### src/rtl/servo_pwm_capture.sv
// servo_pwm_capture
//   Receive-side monitor for one servo PWM line. The module measures the high
//   time and the rise-to-rise period of the line in clk cycles. It flags
//   published widths outside the legal servo window and reports loss of signal.
//
// Ports
//   clk           system clock (pll_clk domain)
//   rst_n         asynchronous active-low reset
//   pwm_in        servo PWM line, asynchronous to clk
//   clr           synchronous clear of out_of_range and no_signal
//   pulse_width   last complete high time, clk cycles
//   period        last complete rise-to-rise period, clk cycles
//   valid         one-cycle strobe: pulse_width/period just updated
//   out_of_range  sticky: a published width was < MIN_PULSE or > MAX_PULSE
//   no_signal     level: no synchronized edge for TIMEOUT cycles
module servo_pwm_capture #(
  parameter int CNT_W     = 32,
  parameter int MIN_PULSE = 100000,
  parameter int MAX_PULSE = 200000,
  parameter int TIMEOUT   = 4000000
) (
  input  logic             clk,
  input  logic             rst_n,
  input  logic             pwm_in,
  input  logic             clr,
  output logic [CNT_W-1:0] pulse_width,
  output logic [CNT_W-1:0] period,
  output logic             valid,
  output logic             out_of_range,
  output logic             no_signal
);

  localparam logic [1:0] ST_IDLE = 2'd0;
  localparam logic [1:0] ST_HIGH = 2'd1;
  localparam logic [1:0] ST_LOW  = 2'd2;

  localparam logic [CNT_W-1:0] CNT_MAX   = '1;
  localparam logic [CNT_W-1:0] CNT_ONE   = CNT_W'(1);
  localparam logic [CNT_W-1:0] MIN_C     = CNT_W'(MIN_PULSE);
  localparam logic [CNT_W-1:0] MAX_C     = CNT_W'(MAX_PULSE);
  localparam logic [CNT_W-1:0] TIMEOUT_C = CNT_W'(TIMEOUT);

  // Saturating increment: measurement counters never wrap.
  function automatic logic [CNT_W-1:0] sat_inc(input logic [CNT_W-1:0] v);
    return (v == CNT_MAX) ? v : v + CNT_ONE;
  endfunction

  // ---------------------------------------------------------------------
  // Synchronizer and edge detect
  // ---------------------------------------------------------------------
  logic       s1_reg, s2_reg, s3_reg;
  // fill_reg[2] is set once s3_reg holds a genuine sample of pwm_in. Until
  // then, s3_reg is only its reset value. Gating edges on this flag prevents a
  // line that is already high at reset from producing a false rise.
  logic [2:0] fill_reg;
  logic       rise, fall;

  always_ff @(posedge clk or negedge rst_n) begin
    if (!rst_n) begin
      s1_reg   <= 1'b0;
      s2_reg   <= 1'b0;
      s3_reg   <= 1'b0;
      fill_reg <= 3'b000;
    end else begin
      s1_reg   <= pwm_in;
      s2_reg   <= s1_reg;
      s3_reg   <= s2_reg;
      fill_reg <= {fill_reg[1:0], 1'b1};
    end
  end

  assign rise = fill_reg[2] &  s2_reg & ~s3_reg;
  assign fall = fill_reg[2] & ~s2_reg &  s3_reg;

  // ---------------------------------------------------------------------
  // Measurement state
  // ---------------------------------------------------------------------
  logic [1:0]       state_reg;
  logic [CNT_W-1:0] period_cnt_reg;
  logic [CNT_W-1:0] high_cnt_reg;
  logic [CNT_W-1:0] width_reg;
  logic [CNT_W-1:0] idle_cnt_reg;

  logic [CNT_W-1:0] idle_next;
  logic [CNT_W-1:0] period_inc;
  logic [CNT_W-1:0] high_inc;
  logic             timeout_hit;
  logic             publish;
  logic             width_bad;

  always_comb begin
    idle_next  = (rise | fall) ? '0 : sat_inc(idle_cnt_reg);
    period_inc = sat_inc(period_cnt_reg);
    high_inc   = sat_inc(high_cnt_reg);
    // The idle counter saturates above TIMEOUT, so this equality fires only
    // once per silent stretch.
    timeout_hit = (idle_next == TIMEOUT_C);
    publish     = (state_reg == ST_LOW) && rise;
    // The range check applies to the width being published in this cycle.
    width_bad   = (width_reg < MIN_C) || (width_reg > MAX_C);
  end

  always_ff @(posedge clk or negedge rst_n) begin
    if (!rst_n) begin
      state_reg      <= ST_IDLE;
      period_cnt_reg <= '0;
      high_cnt_reg   <= '0;
      width_reg      <= '0;
      idle_cnt_reg   <= '0;
      pulse_width    <= '0;
      period         <= '0;
      valid          <= 1'b0;
    end else begin
      idle_cnt_reg <= idle_next;
      valid        <= 1'b0;

      case (state_reg)
        ST_IDLE: begin
          // A fall seen here is ignored, so capture always starts on a rise.
          if (rise) begin
            period_cnt_reg <= CNT_ONE;
            high_cnt_reg   <= CNT_ONE;
            state_reg      <= ST_HIGH;
          end
        end

        ST_HIGH: begin
          if (timeout_hit) begin
            state_reg <= ST_IDLE;
          end else if (fall) begin
            // The fall cycle still counts toward the period. high_cnt_reg
            // already equals the number of high samples.
            width_reg      <= high_cnt_reg;
            period_cnt_reg <= period_inc;
            state_reg      <= ST_LOW;
          end else begin
            period_cnt_reg <= period_inc;
            high_cnt_reg   <= high_inc;
          end
        end

        ST_LOW: begin
          if (timeout_hit) begin
            state_reg <= ST_IDLE;
          end else if (rise) begin
            pulse_width    <= width_reg;
            period         <= period_cnt_reg;
            valid          <= 1'b1;
            period_cnt_reg <= CNT_ONE;
            high_cnt_reg   <= CNT_ONE;
            state_reg      <= ST_HIGH;
          end else begin
            period_cnt_reg <= period_inc;
          end
        end

        default: state_reg <= ST_IDLE;
      endcase
    end
  end

  // ---------------------------------------------------------------------
  // Status flags
  // ---------------------------------------------------------------------
  always_ff @(posedge clk or negedge rst_n) begin
    if (!rst_n) begin
      out_of_range <= 1'b0;
      no_signal    <= 1'b0;
    end else begin
      // A new violation takes priority over a simultaneous clear.
      if (publish && width_bad) begin
        out_of_range <= 1'b1;
      end else if (clr) begin
        out_of_range <= 1'b0;
      end

      // rise and timeout_hit cannot coincide, because an edge zeroes idle_next.
      if (rise) begin
        no_signal <= 1'b0;
      end else if (timeout_hit) begin
        no_signal <= 1'b1;
      end else if (clr) begin
        no_signal <= 1'b0;
      end
    end
  end

endmodule
### config.mk
export PLATFORM = sky130hd
export DESIGN_NAME = servo_pwm_capture
export DESIGN_NICKNAME = d
export VERILOG_FILES = /design/src/rtl/servo_pwm_capture.sv
export SDC_FILE = /design/constraint.sdc
export NUM_CORES = 1
export LEC_CHECK = 0
export BUFFER_PORTS_ARGS = -buffer_cell sky130_fd_sc_hd__clkbuf_2
export CAP_MARGIN = 40
export CORE_ASPECT_RATIO = 1.75
export CORE_UTILIZATION = 55
export DETAILED_ROUTE_END_ITERATION = 6
export PLACE_DENSITY = 0.77
export SETUP_SLACK_MARGIN = 0.1
export SKIP_CTS_REPAIR_TIMING = 1
export SKIP_LAST_GASP = 1
export SYNTH_ARGS = -nofsm -noshare
export SYNTH_HDL_FRONTEND = slang
export SYNTH_SLANG_ARGS = --single-unit
### constraint.sdc
create_clock -name clk -period 3.8 [get_ports clk]
set_input_delay 1.14 -clock clk [delete_from_list [all_inputs] [get_ports clk]]
set_output_delay 1.14 -clock clk [all_outputs]
set_load 0.05 [all_outputs]
# Word-level counts from Yosys, hierarchy flattened
# Cells that the tools add are included.
# op_classes
n_addsub	3
order_cmp	2
eq_ne	12
n_mux	26
bitwise	8
reduce_logical	11
# ops
cell	n
32-bit two-way mux	12
32-bit case mux with 3 select lines	2
32-bit by 1-bit adder with 32-bit output, second input constant	3
32-bit equality test, second input constant	3
32-bit by 22-bit equality test with 1-bit output, second input constant	1
32-bit by 18-bit greater-than comparator with 1-bit output, second input constant	1
32-bit by 17-bit less-than comparator with 1-bit output, second input constant	1
2-bit inequality test, second input constant	5
2-bit two-way mux	4
1-bit two-way mux	7
2-bit case mux with 3 select lines	1
3-bit AND reduction	2
3-bit nonzero test	2
5-bit AND reduction	1
1-bit bitwise AND	4
4-bit AND reduction	1
3-bit inequality test, second input constant	1
1-bit inverter	3
2-bit by 1-bit equality test with 1-bit output, second input constant	1
2-bit equality test, second input constant	1
1-bit logical AND	2
2-bit zero test	1
2-bit nonzero test	1
1-bit logical OR	1
1-bit OR	1
# word_totals
reg_bits	203
input_bits	4
out_inout_bits	67
elab_cells	76

# Depth between registers and ports, before layout
# depth
word_depth	8
depth_mapped	15
ltp_nobuf	11

# Worst setup path after synthesis
# OpenSTA, ideal clock, no wires.
# synth_path
path_kind	flip-flop to flip-flop
start	register idle_cnt_reg[0]
end	register high_cnt_reg[19]
t_arrival_ns	3.497
path_slack_ns	0.172
stages_incl_launch_ff	15
path_buffers	3
period_less_slack_ns	3.628
cell_sequence	dfrtp_1 -> ha_1 -> nand4_1 -> or4_4 -> buf_6 -> or3_1 -> o311a_1 -> a2111oi_4 -> nand4_1 -> or4b_4 -> and3b_1 -> buf_6 -> buf_6 -> a41oi_1 -> a31oi_1
# synth_via
elab_chain_cells	6
# synth_rtl
item	line_no	source
from (decl)	82	logic [CNT_W-1:0] idle_cnt_reg;
from (signal assigned)	114	idle_cnt_reg <= idle_next;
32-bit by 1-bit adder with 32-bit output / 32-bit equality test (equally long branches)	45	return (v == CNT_MAX) ? v : v + CNT_ONE;
32-bit two-way mux *	45	
32-bit two-way mux *	92	idle_next = (rise | fall) ? '0 : sat_inc(idle_cnt_reg);
32-bit by 22-bit equality test with 1-bit output *	97	timeout_hit = (idle_next == TIMEOUT_C);
2-bit inequality test (no line)	n/a	
5-bit AND reduction (no line) *	n/a	
to (signal assigned)	138	high_cnt_reg <= high_inc;
to (decl)	80	logic [CNT_W-1:0] high_cnt_reg;
# Every way passes the cells marked *; elsewhere a longest branch is shown, timed or not.
# A chain may end at the register's enable or synchronous reset.

# Worst setup path in the final report
# layout_path
start	register idle_cnt_reg[13]
end	register high_cnt_reg[23]
# layout_via
elab_chain_cells	6
# layout_rtl
item	line_no	source
32-bit equality test *	45	
32-bit two-way mux *	45	
32-bit two-way mux *	92	
named net idle_next[7]	84	logic [CNT_W-1:0] idle_next;
32-bit by 22-bit equality test with 1-bit output *	97	
2-bit inequality test (no line)	n/a	
5-bit AND reduction (no line) *	n/a	
# Mark *: on every way through the listed nets, which the timed path passes. The rest lies on a longest branch.

==> impl_metrics.yaml <==
status:
  outcome: "finished clean"
synth:
  synthArstFlopShare_pct: 100
  yosysUniqueCellTypes: 69
  synth_compound_area_share_pct: 14.7
  synth_mux_area_share_pct: 11.6
  yosys_warnings: 0
  synth_top_family_by_area: "simple AND/OR/NAND/NOR gates"
  synth_common_cells: "dfrtp_1 (203), mux2_2 (93), nand2_1 (74)"
  synth_nets: 969
  postSynthCellCount: 958
  ys.flop_type: "dfrtp_1"
  synth-simple-area-share_pct: 17.3
  yosysTopAreaCell: "dfrtp_1"
  synth_edf_count: 0
  synth_top_area_share_pct: 50.5
  synth_area_um2: 10100
  ys_seq_elements: 203
  synth.area.top_cells: "dfrtp_1 (51%), mux2_2 (10%), nand2_1 (2.8%)"
  synth_most_common_cell: "dfrtp_1"
  postSynthAreaPerCell_um2: 10.5
  yosysSeqAreaShare_pct: 50.5
  synth-xor-area-share_pct: 1.39
  synth_fa_ha_area_share_pct: 0.871
routing:
  wl_per_cell_um: 19.3
  wl_um: 25300
  vias: 8191
  ant_nets: 0
  drc: 0
  drt-initial-drc-count: 470
  dr.pass1.iters: 5
  vias_per_cell: 6.25
worst_setup_path:
  r2r-end: "high_cnt_reg[23]$_DFFE_PN0P_"
  path_max_fanout: 26
  r2r_slack_ps: 90
  path_class: "flip-flop to flip-flop"
  cp-end-kind: "flip-flop"
  reg2reg_from: "idle_cnt_reg[13]$_DFF_PN0_"
  crit_required_ps: 4160
  start_kind: "flip-flop"
  reg2reg_depth: 12
  cp.arrival_ps: 4070
global_route:
  grt-ovfl-total: 0
  antenna_found_initial: 0
  grt_pass1_wl_um: 40200
  track_usage_pct: 26.2
  grt_max_degree: 77
  grt_pass1_vias: 8283
power_and_ir_drop:
  seq_power_share_pct: 43.0
  combinationalPowerShare_pct: 21.6
  ir_drop_v: 0.000331
  power_frac_clock_pct: 35.3
  power.switching_mw: 1.65
  swShare_pct: 30.5
  power_leakage_nw: 5.72
  p_int_mw: 3.77
  p_per_area_nw_per_um2: 449
timing:
  finalHoldViolCount: 0
  timing.fmax_mhz: 270
  post-route-min-period_ps: 3710
  setup_violations: 0
  fin_hold_ws_ps: 360
  maxSlewViolCount: 0
  rsz0062_at_grt: "yes"
  fin_worst_skew_ps: 15.9
  final.setup.tns_ps: 0
  timing.final.crit_share_pct: 97.5
  relSlewSlack_pct: 52.2
  tightest_slew_ps: 717
floorplan:
  start_util_pct: 55.9
  rows: 65
  die_x_um: 104
  core-area_um2: 18000
  dieArea_um2: 18800
  ioPinCount: 71
  die_h_um: 181
place:
  place_congestion: 0.987
  port_buffers: 70
  dp_hpwl_um: 17100
final_layout:
  area.growth.synth_to_final_pct: 20.3
  n_antenna_cell: 0
  final_layout_size_suffix_gt1_share_pct: 30.1
  final_nets: 1075
  fillers: 1378
clock_network:
  cts_sinks: 203
  worstSkewPairLatency_ps: 500
  htreeDepth: 1
  clk_path_buf_depth: 3
  cts_buffers: 19
  cts_tree: "yes"
  cts_root_buf: "clkbuf_16"
  clk_pin_slew_ps: 70
worst_hold_path:
  min_to: "fill_reg[2]$_DFF_PN0_"
  whs_path_depth: 0
  min_from: "fill_reg[1]$_DFF_PN0_"
  hold_path_class: "flip-flop to flip-flop"
flow_run:
  drv_cap: 0
## critical path, cell delays in order, from the launching register on
cell and delay [ps]:
dfrtp_1 390, nand4_1 240, nor4_4 400, buf_12 180, a21oi_1 90, mux2i_1 200
inv_1 80, or4b_2 670, or4b_4 610, and3b_2 250, buf_12 170, a41oi_1 220
a31oi_1 60
## stage by stage
stage	power, mW	setup WS [ps]	instances	util [%]	cell area (um2)
2_1_floorplan	3.10	172	958	-	10100
3_3_place_gp	3.43	92.1	1268	60.8	10900
3_5_place_dp	3.44	36.8	1268	60.8	10900
4_1_cts	5.37	28.8	1301	64.3	11600
5_1_grt	5.67	-55.6	1310	67.3	12100
6_report	5.43	95.0	1310	67.3	12100
## worst max path at each step
stage | slack, ps | start | cells after the start | end
after CTS | 30 | idle_cnt_reg[27]$_DFF_PN0_ | 12 | high_cnt_reg[3]$_DFFE_PN0P_
final | 90 | idle_cnt_reg[13]$_DFF_PN0_ | 12 | high_cnt_reg[23]$_DFFE_PN0P_
after global placement | 90 | idle_cnt_reg[27]$_DFF_PN0_ | 12 | high_cnt_reg[22]$_DFFE_PN0P_
after floorplan | 170 | idle_cnt_reg[0]$_DFF_PN0_ | 14 | high_cnt_reg[19]$_DFFE_PN0P_
after detailed placement | 40 | idle_cnt_reg[27]$_DFF_PN0_ | 12 | period_cnt_reg[18]$_DFFE_PN0P_
after global routing | -60 | idle_cnt_reg[0]$_DFF_PN0_ | 12 | high_cnt_reg[18]$_DFFE_PN0P_
## routing by layer
metal	routed length [um]	track usage, %	up-vias	share of wire [%]
li1	-	-	3747	-
met2	13600	48.7	264	54
met3	1020	2.78	94	4.0
met1	9350	28.5	4086	37
met5	0	0	-	0
met4	1380	15.1	0	5.5
## cells by family (layout without fill, tap and decap cells)
group / count (synthesis) / after routing
other: 1 / 1
and+or+nand+nor: 323 / 323
adders and majority gates: 7 / 7
buffers and inverters: 73 / 191
AOI/OAI and AO/OA: 230 / 230
DFF: 203 / 203
muxes: 105 / 105
xor gates and xnor gates: 16 / 16
## placed cells by master, fill, tap and decap left out, types with 7 or more instances in the layout
cell	instances
o21a_1	9
nand4_1	32
o31ai_4	12
or3_1	9
o31ai_2	9
and2_1	18
a31oi_1	32
nor3_1	13
xor2_1	9
nand3_1	30
mux2i_1	12
o21ai_0	50
nor4_1	9
a21oi_1	49
clkbuf_2	69
nand2b_1	13
and3_1	21
nand2_1	73
mux2_2	93
clkbuf_16	22
and4_1	12
clkbuf_8	7
buf_4	54
nor2_1	61
inv_1	22
dfrtp_1	203
xnor2_1	7
## final cells by class
| cell class | count | area [um2] | area share (%) |
|---|---|---|---|
| inverter | 22 | 82.6 | 0.683 |
| clock inverter | 5 | 56.3 | 0.466 |
| timing repair buffer | 136 | 993 | 8.22 |
| clock buffer | 28 | 569 | 4.71 |
| multi-input combinational | 682 | 5020 | 41.5 |
| sequential | 203 | 5080 | 42.0 |
| tap | 234 | 293 | 2.42 |
## power groups by stage
stage / Combinational, mW / Clock [mW] / Sequential (mW)
finish: 1.17 / 1.92 / 2.33
global route: 1.29 / 2.03 / 2.35
CTS: 1.09 / 1.95 / 2.33
detailed placement: 1.07 / 0 / 2.37
global placement: 1.06 / 0 / 2.37
floorplan: 0.710 / 0 / 2.39
No activity file was read; power rests on OpenSTA's default activity.
